File: src/rtl/i2c_slave_mem.sv
// rtl/i2c_slave_mem.sv - I2C target with byte-addressed register memory and pointer auto-increment
// Open-drain SDA via sda_oe; SCL is only observed, never stretched.
module i2c_slave_mem #(
    parameter logic [6:0] SLV_ADDR    = 7'h50,
    parameter int         DEPTH       = 16,
    parameter int         SYNC_STAGES = 2
) (
    input  logic                     clk,
    input  logic                     resetn,
    input  logic                     scl_i,
    input  logic                     sda_i,
    output logic                     sda_oe,
    output logic                     busy,
    output logic                     wr_stb,
    output logic [$clog2(DEPTH)-1:0] wr_addr,
    output logic [7:0]               wr_data
);

    localparam int AW = $clog2(DEPTH);
    localparam logic [AW-1:0] PTR_ONE = AW'(1);

    typedef enum logic [3:0] {
        IDLE, ADDR, ADDR_ACK, PTR, PTR_ACK, WR_DATA, WR_ACK, RD_DATA, RD_ACK
    } state_t;

    logic [SYNC_STAGES-1:0] r_scl_sync;
    logic [SYNC_STAGES-1:0] r_sda_sync;
    logic                   r_scl_d;
    logic                   r_sda_d;

    state_t        r_state;
    logic [3:0]    r_bit_cnt;
    logic [7:0]    r_shift;
    logic          r_rw;
    logic          r_wr_pend;
    logic [AW-1:0] r_ptr;
    logic          r_sda_oe;
    logic          r_busy;
    logic          r_wr_stb;
    logic [AW-1:0] r_wr_addr;
    logic [7:0]    r_wr_data;
    logic [7:0]    r_mem [DEPTH];

    logic       w_scl;
    logic       w_sda;
    logic       w_scl_rise;
    logic       w_scl_fall;
    logic       w_start;
    logic       w_stop;
    logic [7:0] w_byte;

    // Synchronizers reset to 1 so an idle bus shows no edges after reset
    always_ff @(posedge clk or negedge resetn) begin
        if (!resetn) begin
            r_scl_sync <= '1;
            r_sda_sync <= '1;
            r_scl_d    <= 1'b1;
            r_sda_d    <= 1'b1;
        end else begin
            r_scl_sync <= {r_scl_sync[SYNC_STAGES-2:0], scl_i};
            r_sda_sync <= {r_sda_sync[SYNC_STAGES-2:0], sda_i};
            r_scl_d    <= w_scl;
            r_sda_d    <= w_sda;
        end
    end

    assign w_scl      = r_scl_sync[SYNC_STAGES-1];
    assign w_sda      = r_sda_sync[SYNC_STAGES-1];
    assign w_scl_rise = w_scl & ~r_scl_d;
    assign w_scl_fall = ~w_scl & r_scl_d;
    assign w_start    = r_sda_d & ~w_sda & w_scl & r_scl_d;
    assign w_stop     = ~r_sda_d & w_sda & w_scl & r_scl_d;
    assign w_byte     = {r_shift[6:0], w_sda};

    always_ff @(posedge clk or negedge resetn) begin
        if (!resetn) begin
            r_state   <= IDLE;
            r_bit_cnt <= '0;
            r_shift   <= '0;
            r_rw      <= 1'b0;
            r_wr_pend <= 1'b0;
            r_ptr     <= '0;
            r_sda_oe  <= 1'b0;
            r_busy    <= 1'b0;
            r_wr_stb  <= 1'b0;
            r_wr_addr <= '0;
            r_wr_data <= '0;
            for (int i = 0; i < DEPTH; i++) r_mem[i] <= '0;
        end else begin
            r_wr_stb <= 1'b0;
            // Memory write lands one clk after the 8th data bit is shifted in
            if (r_wr_pend) begin
                r_wr_pend      <= 1'b0;
                r_mem[r_ptr]   <= r_shift;
                r_wr_stb       <= 1'b1;
                r_wr_addr      <= r_ptr;
                r_wr_data      <= r_shift;
                r_ptr          <= r_ptr + PTR_ONE;
            end

            if (w_stop) begin
                r_state  <= IDLE;
                r_sda_oe <= 1'b0;
                r_busy   <= 1'b0;
            end else if (w_start) begin
                r_state   <= ADDR;
                r_bit_cnt <= '0;
                r_sda_oe  <= 1'b0;
                r_busy    <= 1'b0;
            end else begin
                case (r_state)
                    IDLE: ;
                    ADDR: if (w_scl_rise) begin
                        r_shift <= w_byte;
                        if (r_bit_cnt == 4'd7) begin
                            r_bit_cnt <= '0;
                            if (w_byte[7:1] == SLV_ADDR) begin
                                r_busy  <= 1'b1;
                                r_rw    <= w_byte[0];
                                r_state <= ADDR_ACK;
                            end else begin
                                r_sda_oe <= 1'b0;
                                r_state  <= IDLE;
                            end
                        end else begin
                            r_bit_cnt <= r_bit_cnt + 4'd1;
                        end
                    end
                    // First fall asserts ACK, second fall ends the ACK clock
                    ADDR_ACK, PTR_ACK, WR_ACK: if (w_scl_fall) begin
                        if (r_bit_cnt == 4'd0) begin
                            r_sda_oe  <= 1'b1;
                            r_bit_cnt <= 4'd1;
                        end else if (r_state == ADDR_ACK && r_rw) begin
                            r_shift   <= {r_mem[r_ptr][6:0], 1'b0};
                            r_sda_oe  <= ~r_mem[r_ptr][7];
                            r_bit_cnt <= 4'd1;
                            r_state   <= RD_DATA;
                        end else begin
                            r_sda_oe  <= 1'b0;
                            r_bit_cnt <= '0;
                            r_state   <= (r_state == ADDR_ACK) ? PTR : WR_DATA;
                        end
                    end
                    PTR: if (w_scl_rise) begin
                        r_shift <= w_byte;
                        if (r_bit_cnt == 4'd7) begin
                            r_ptr     <= w_byte[AW-1:0];
                            r_bit_cnt <= '0;
                            r_state   <= PTR_ACK;
                        end else begin
                            r_bit_cnt <= r_bit_cnt + 4'd1;
                        end
                    end
                    WR_DATA: if (w_scl_rise) begin
                        r_shift <= w_byte;
                        if (r_bit_cnt == 4'd7) begin
                            r_wr_pend <= 1'b1;
                            r_bit_cnt <= '0;
                            r_state   <= WR_ACK;
                        end else begin
                            r_bit_cnt <= r_bit_cnt + 4'd1;
                        end
                    end
                    RD_DATA: if (w_scl_fall) begin
                        if (r_bit_cnt == 4'd8) begin
                            r_sda_oe  <= 1'b0;
                            r_ptr     <= r_ptr + PTR_ONE;
                            r_bit_cnt <= '0;
                            r_state   <= RD_ACK;
                        end else begin
                            r_sda_oe  <= ~r_shift[7];
                            r_shift   <= {r_shift[6:0], 1'b0};
                            r_bit_cnt <= r_bit_cnt + 4'd1;
                        end
                    end
                    RD_ACK: if (w_scl_rise) begin
                        if (!w_sda) begin
                            r_shift   <= r_mem[r_ptr];
                            r_bit_cnt <= '0;
                            r_state   <= RD_DATA;
                        end else begin
                            r_sda_oe <= 1'b0;
                            r_state  <= IDLE;
                        end
                    end
                    default: r_state <= IDLE;
                endcase
            end
        end
    end

    assign sda_oe  = r_sda_oe;
    assign busy    = r_busy;
    assign wr_stb  = r_wr_stb;
    assign wr_addr = r_wr_addr;
    assign wr_data = r_wr_data;

endmodule
File: config.mk
export PLATFORM = sky130hd
export DESIGN_NAME = i2c_slave_mem
export DESIGN_NICKNAME = d
export VERILOG_FILES = /design/src/rtl/i2c_slave_mem.sv
export SDC_FILE = /design/constraint.sdc
export NUM_CORES = 1
export LEC_CHECK = 0
export BUFFER_PORTS_ARGS = -buffer_cell sky130_fd_sc_hd__buf_2
export CAP_MARGIN = 20
export CORE_ASPECT_RATIO = 0.9
export CORE_MARGIN = 10
export CORE_UTILIZATION = 30
export DETAILED_ROUTE_END_ITERATION = 10
export PLACE_DENSITY = 0.46
export SYNTH_ARGS = -nofsm -noshare
export SYNTH_HDL_FRONTEND = slang
export SYNTH_SLANG_ARGS = --single-unit
File: constraint.sdc
create_clock -name clk -period 2.2 [get_ports clk]
set_input_delay 0.22 -clock clk [delete_from_list [all_inputs] [get_ports clk]]
set_output_delay 0.22 -clock clk [all_outputs]
set_load 0.01 [all_outputs]
### After elaboration in Yosys (flattened, before gate mapping)

Index checks and enable logic that the tools add are counted.

* flip-flop bits (word level): 171
* latch bits: 0
* bits in writable memories: 0
* memory bits (read-only): 0
* input bits: 4
* output and inout bits: 15
* word-level logic and storage cells: 186
* memories kept: 0

* add/sub/neg operators: 2
* multiply operators: 0
* divide/modulo/power cells: 0
* magnitude comparators: 2
* equality and inequality tests: 38
* shift-type cells: 0
* muxes and demuxes: 77
* bitwise gates (word level): 17
* reductions and logical operators: 19

Operators with widths (count)
* bitwise mux 128 bit: 1
* two-way mux 4 bit: 28
* two-way mux 8 bit: 11
* inequality test 4 bit, second input constant: 13
* binary-select mux 8 bit (select 4 bit): 1
* demux 8 bit (select 4 bit): 1
* one-hot mux 8 bit (4 select lines): 1
* one-hot mux 4 bit (7 select lines): 1
* two-way mux 1 bit: 26
* == test 4 x 3 -> 1 bit, second input constant: 5
* one-hot mux 4 bit (4 select lines): 1
* inequality test 3 bit, second input constant: 5
* inequality test 2 bit, second input constant: 7
* AND reduction 12 bit: 1
* nonzero test 3 bit: 4
* AND reduction 11 bit: 1
* two-way mux 3 bit: 3
* adder 4 x 1 -> 4 bit, second input constant: 2
* AND 1 bit: 8
* == test 4 x 2 -> 1 bit, second input constant: 2
* == test 4 bit, second input constant: 2
* logical NOT 4 bit: 2
* inverter 1 bit: 8
* one-hot mux 4 bit (2 select lines): 1
* 18 further kinds: 20

### Depth between registers and ports, before layout

* word-level depth: 11
* depth in mapped cells: 8

### Worst setup path after synthesis

No wires, ideal clock.

* path type: register -> register
* from: reg r_ptr[0]
* to: reg r_mem[104] (netlist name)
* setup time: 0.125 ns
* arrival time: 2.043 ns
* path slack: 0.033 ns
* stages on the path, launching flop included: 8
* buffers on the path: 2
* cells stage by stage: dfrtp_1 -> buf_4 -> buf_2 -> inv_2 -> ha_1 -> nand2_1 -> nor3_2 -> mux2_2

* word-level cells in the longest chain between the ends: 6
* elaborated cells between the ends (all ways): 7
* classes of those cells: order compare (2); mux (3); bitwise (1); reduce/logical (1)

Ends and longest elaborated chain
* from (decl): RTL line 36 `logic [AW-1:0] r_ptr;`
* from (signal assigned): RTL line 98 `r_ptr <= r_ptr + PTR_ONE;`
* from (signal assigned): RTL line 148 `r_ptr <= w_byte[AW-1:0];`
* from (signal assigned): RTL line 168 `r_ptr <= r_ptr + PTR_ONE;`
* inverter 4 -> 5 bit (not written as such) (*): RTL line 94 `r_mem[r_ptr] <= r_shift;`
* greater-or-equal comparator 5 bit (not written as such) or < comparator 5 x 1 -> 1 bit (tied branches): RTL line 94
* logical AND 1 bit (not written as such): RTL line 94
* two-way mux 8 bit (not written as such): RTL line 94
* demux 8 bit (select 4 bit) (*): RTL line 94
* bitwise mux 128 bit (*): RTL line 94
* to (signal, indexed assignment): RTL line 94
* to (decl): RTL line 42 `logic [7:0] r_mem [DEPTH];`

Mark *: on every way between the ends. The rest lies on a longest branch, timed or not.
A chain may end at the register's enable or synchronous reset.

### Worst setup path in the final report

* from: reg r_ptr[1]
* to: reg r_shift[5]

* word-level cells in the longest chain between the ends: 8
* elaborated cells between the ends (all ways): 10
* classes of those cells: mux (9); bitwise (1)

Ends and longest elaborated chain
* inverter 4 -> 5 bit (not written as such) (*): RTL line 135, 179
* binary-select mux 8 bit (select 4 bit) (*): RTL line 135, 179
* two-way mux 8 bit (not written as such) (*) (2 in series): RTL line 179 `r_shift <= r_mem[r_ptr];`
* two-way mux 8 bit: RTL line 134 `end else if (r_state == ADDR_ACK && r_rw) begin`
* two-way mux 8 bit: RTL line 131 `if (r_bit_cnt == 4'd0) begin`
* two-way mux 8 bit: RTL line 130 `ADDR_ACK, PTR_ACK, WR_ACK: if (w_scl_fall) begin`
* one-hot mux 8 bit (4 select lines) (*): RTL line 111 `case (r_state)`
* to (signal assigned): RTL line 114 `r_shift <= w_byte;`
* to (signal assigned): RTL line 135 `r_shift <= {r_mem[r_ptr][6:0], 1'b0};`
* to (signal assigned): RTL line 146 `r_shift <= w_byte;`
* to (decl): RTL line 33 `logic [7:0] r_shift;`

Mark *: on every way between the ends. The rest lies on a longest branch, timed or not. The select of a mux whose other input is x is not followed.

==> impl_metrics.toml <==
[status]
status = "completed"

[clocking]
cts-root-buf = "clkbuf_16"
cts_buffers = 17
clockBufferDepth = 2
clock_sinks = 171
clkTransAtPathRegs_ns = 0.07
insertion_delay_ns = 0.43
cts_tree = "yes"
htree_levels = 4

[timing]
max_slew_margin = 0.675
skew_ns = 0.00987
worst_slew_pin_slew_ns = 0.486
setup_viol = 0
timing.final.hold_violations = 0
fin_crit_sh = 0.967
rsz0062_at_grt = "yes"
min_period_ns = 2.13
maxSlewViolCount = 0
fmaxAchievable_ghz = 0.470
worst_slack_ns = 0.0732

[floorplan]
die_x_um = 197
rows = 58
initial_core_util = 0.304
die_y_um = 180
top_level_ports = 19
dieArea_um2 = 35500
core_area_um2 = 27900

[global_route]
grt_max_degree = 60
grt_pass1_vias = 5956
track_usage = 0.127
antenna_found_initial = 0
grt_pass1_wl_um = 34900
grt_overflow = 0

[routing]
antenna_left = 0
post_drt_wl_per_cell_um = 20.3
wirelength_um = 21900
vias_per_cell = 5.19
drtPass1Iterations = 5
route.detailed.drc = 0
drtIter0Drc = 459
vias = 5597

[cells_and_area]
synthToLayoutAreaGrowth_pct = 19.4
fill_cells = 2726
antenna_cells = 0
drive_gt1_frac = 0.466
fin_nets = 716

[logic_synthesis]
synth-simple-area-share = 0.0814
ys.flop_type = "dfrtp_1"
synth.distinct_cells = 60
synth-compound-area-share = 0.0652
postSynthRegisterBits = 171
synth_top_family_by_area = "multiplexers"
synth.avg_cell_area_um2 = 13.3
yosys.area.top_type = "dfrtp_1"
synth_top_cell_area_share = 0.486
ys_top_cells_by_area = "dfrtp_1 49%, mux2_2 20%, mux4_2 8.5%"
yosys.area_share.adder = 0.00883
ys_async_sr_fraction = 1.00
syn_inst = 638
yosys.area_share.xor_xnor = 0.00927
synth_fp_nets = 648
yosysSeqAreaShare = 0.504
ys_warn_count = 0
synthMuxAreaShare = 0.302
netlist_area_um2 = 8500
synth_edf_count = 0

[power]
power_uw = 6730
peakVddDrop_v = 0.000552
pwr_density_cell_nw_per_um2 = 663
leakage_uw = 0.00477

[setup_path]
critPathMaxStageDelay_ns = 0.53
startpoint_type = "flip-flop"
cp-end-kind = "flip-flop"
crit_required_ns = 2.51
path_delay_family = "multiplexers"
crit_type = "reg -> reg"
arrival_ns = 2.44
cpMaxStageDelayCell = "mux4_2"
cp_max_fo = 17
worstPathCellList = "buf_12 > mux4_2 > mux2i_1 > buf_4 > o22a_1 > nand4_1 > mux2_2"
crit_buf_inv = 2

[worst_hold_path]
hold_path.class = "in -> async"

[placed_design]
port_buffers = 18
place_ws_ns = 0.00680
gp_congestion = 0.849
hpwl_um = 15000

[job]
maxCapViolCount = 0
report_power, final:
group	switching [µW]	internal (µW)	total, µW
Sequential	23.8	3170	3190
Clock	1330	1810	3140
Combinational	239	159	399
Total	1590	5140	6730
path summary, 6_finish.rpt:
path,end,start,slack (ns),depth (start not counted)
worst max register to register,r_shift[5],r_ptr[1],0.07,7
worst min register to register,r_scl_sync[1],r_scl_sync[0],0.36,0
max in group asynchronous,r_mem[29],resetn,1.20,3
worst max-delay path,r_shift[5],r_ptr[1],0.07,7
min in group clk,r_scl_sync[1],r_scl_sync[0],0.36,0
worst min-delay path,r_mem[56],resetn,0.28,2
what timing repair did:
item,4_1_cts,5_1_grt
setup endpoints to repair,9,27
pin swaps,0,2
buffers inserted,0,4
hold buffers,3,0
endpoints found under the hold margin,33,0
resized for setup,2,12
final cells by class:
type / instances / area (µm²) / area share
Tap cell: 360 / 450 / 0.0444
Multi-Input combinational cell: 411 / 4010 / 0.395
Inverter: 10 / 37.5 / 0.00370
Clock buffer: 18 / 429 / 0.0423
Clock inverter: 14 / 179 / 0.0176
Timing Repair Buffer: 95 / 754 / 0.0743
Sequential cell: 171 / 4290 / 0.423
worst reg2reg max path, cell delays in order (launching register included):
cell and delay [ns]:
dfrtp_2 0.42, buf_12 0.19, mux4_2 0.54, mux2i_1 0.14, buf_4 0.15, o22a_1 0.14, nand4_1 0.13, mux2_2 0.30
cell usage after synthesis (8+ instances only):
cell	count
nand2b_1	8
nand4_1	14
nand2_1	28
inv_1	9
nand3_1	13
o21ai_0	9
mux2i_1	12
a21oi_1	17
a22oi_1	14
nor2_1	16
buf_2	10
mux2_2	149
dfrtp_1	165
nor2b_1	10
clkbuf_1	29
nor3_1	9
mux4_2	32
per-stage QoR:
| stage | hold slack, ns | TNS, ns | util | std cells | instance area, µm² |
|---|---|---|---|---|---|
| 6_report | 0.280 | 0 | 0.363 | 1079 | 10200 |
| 5_1_grt | 0.306 | -0.0368 | 0.363 | 1079 | 10200 |
| 4_1_cts | 0.276 | 0 | 0.361 | 1075 | 10100 |
| 3_5_place_dp | 0.169 | 0 | 0.338 | 1040 | 9440 |
| 3_3_place_gp | 0.162 | -0.462 | 0.338 | 1040 | 9440 |
| 2_1_floorplan | -0.0756 | 0 | - | 638 | 8500 |
per-layer routing:
layer,vias to the layer above,track usage,share of wire
li1,2513,-,-
met1,2955,0.172,0.48
met2,106,0.200,0.47
met3,23,0.0274,0.037
met4,0,0.0338,0.014
met5,-,0,0
state kept, by name (all words and copies together), names as in the netlist, 2 cells and up:
register and cells:
r_mem 128, r_shift 8, wr_data 8, r_bit_cnt 4
r_ptr 4, r_state 4, wr_addr 4, r_scl_sync 2
r_sda_sync 2
cell families after synthesis:
logic type,after synthesis
and+or+nand+nor,123
DFF,171
xor gates and xnor gates,9
adders and majority gates,6
buffers and inverters,56
AOI/OAI and AO/OA,76
muxes,197
placed cells by master, fill, tap and decap left out, types with 10 or more instances in the layout:
cell type,instances
dfrtp_1,161
mux2_2,149
buf_4,67
mux4_2,32
nand2_1,28
a21oi_1,17
clkbuf_16,17
buf_2,17
nor2_1,15
a22oi_1,14
nand4_1,14
nand3_1,12
mux2i_1,10
No activity file was read; power rests on OpenSTA's default activity.
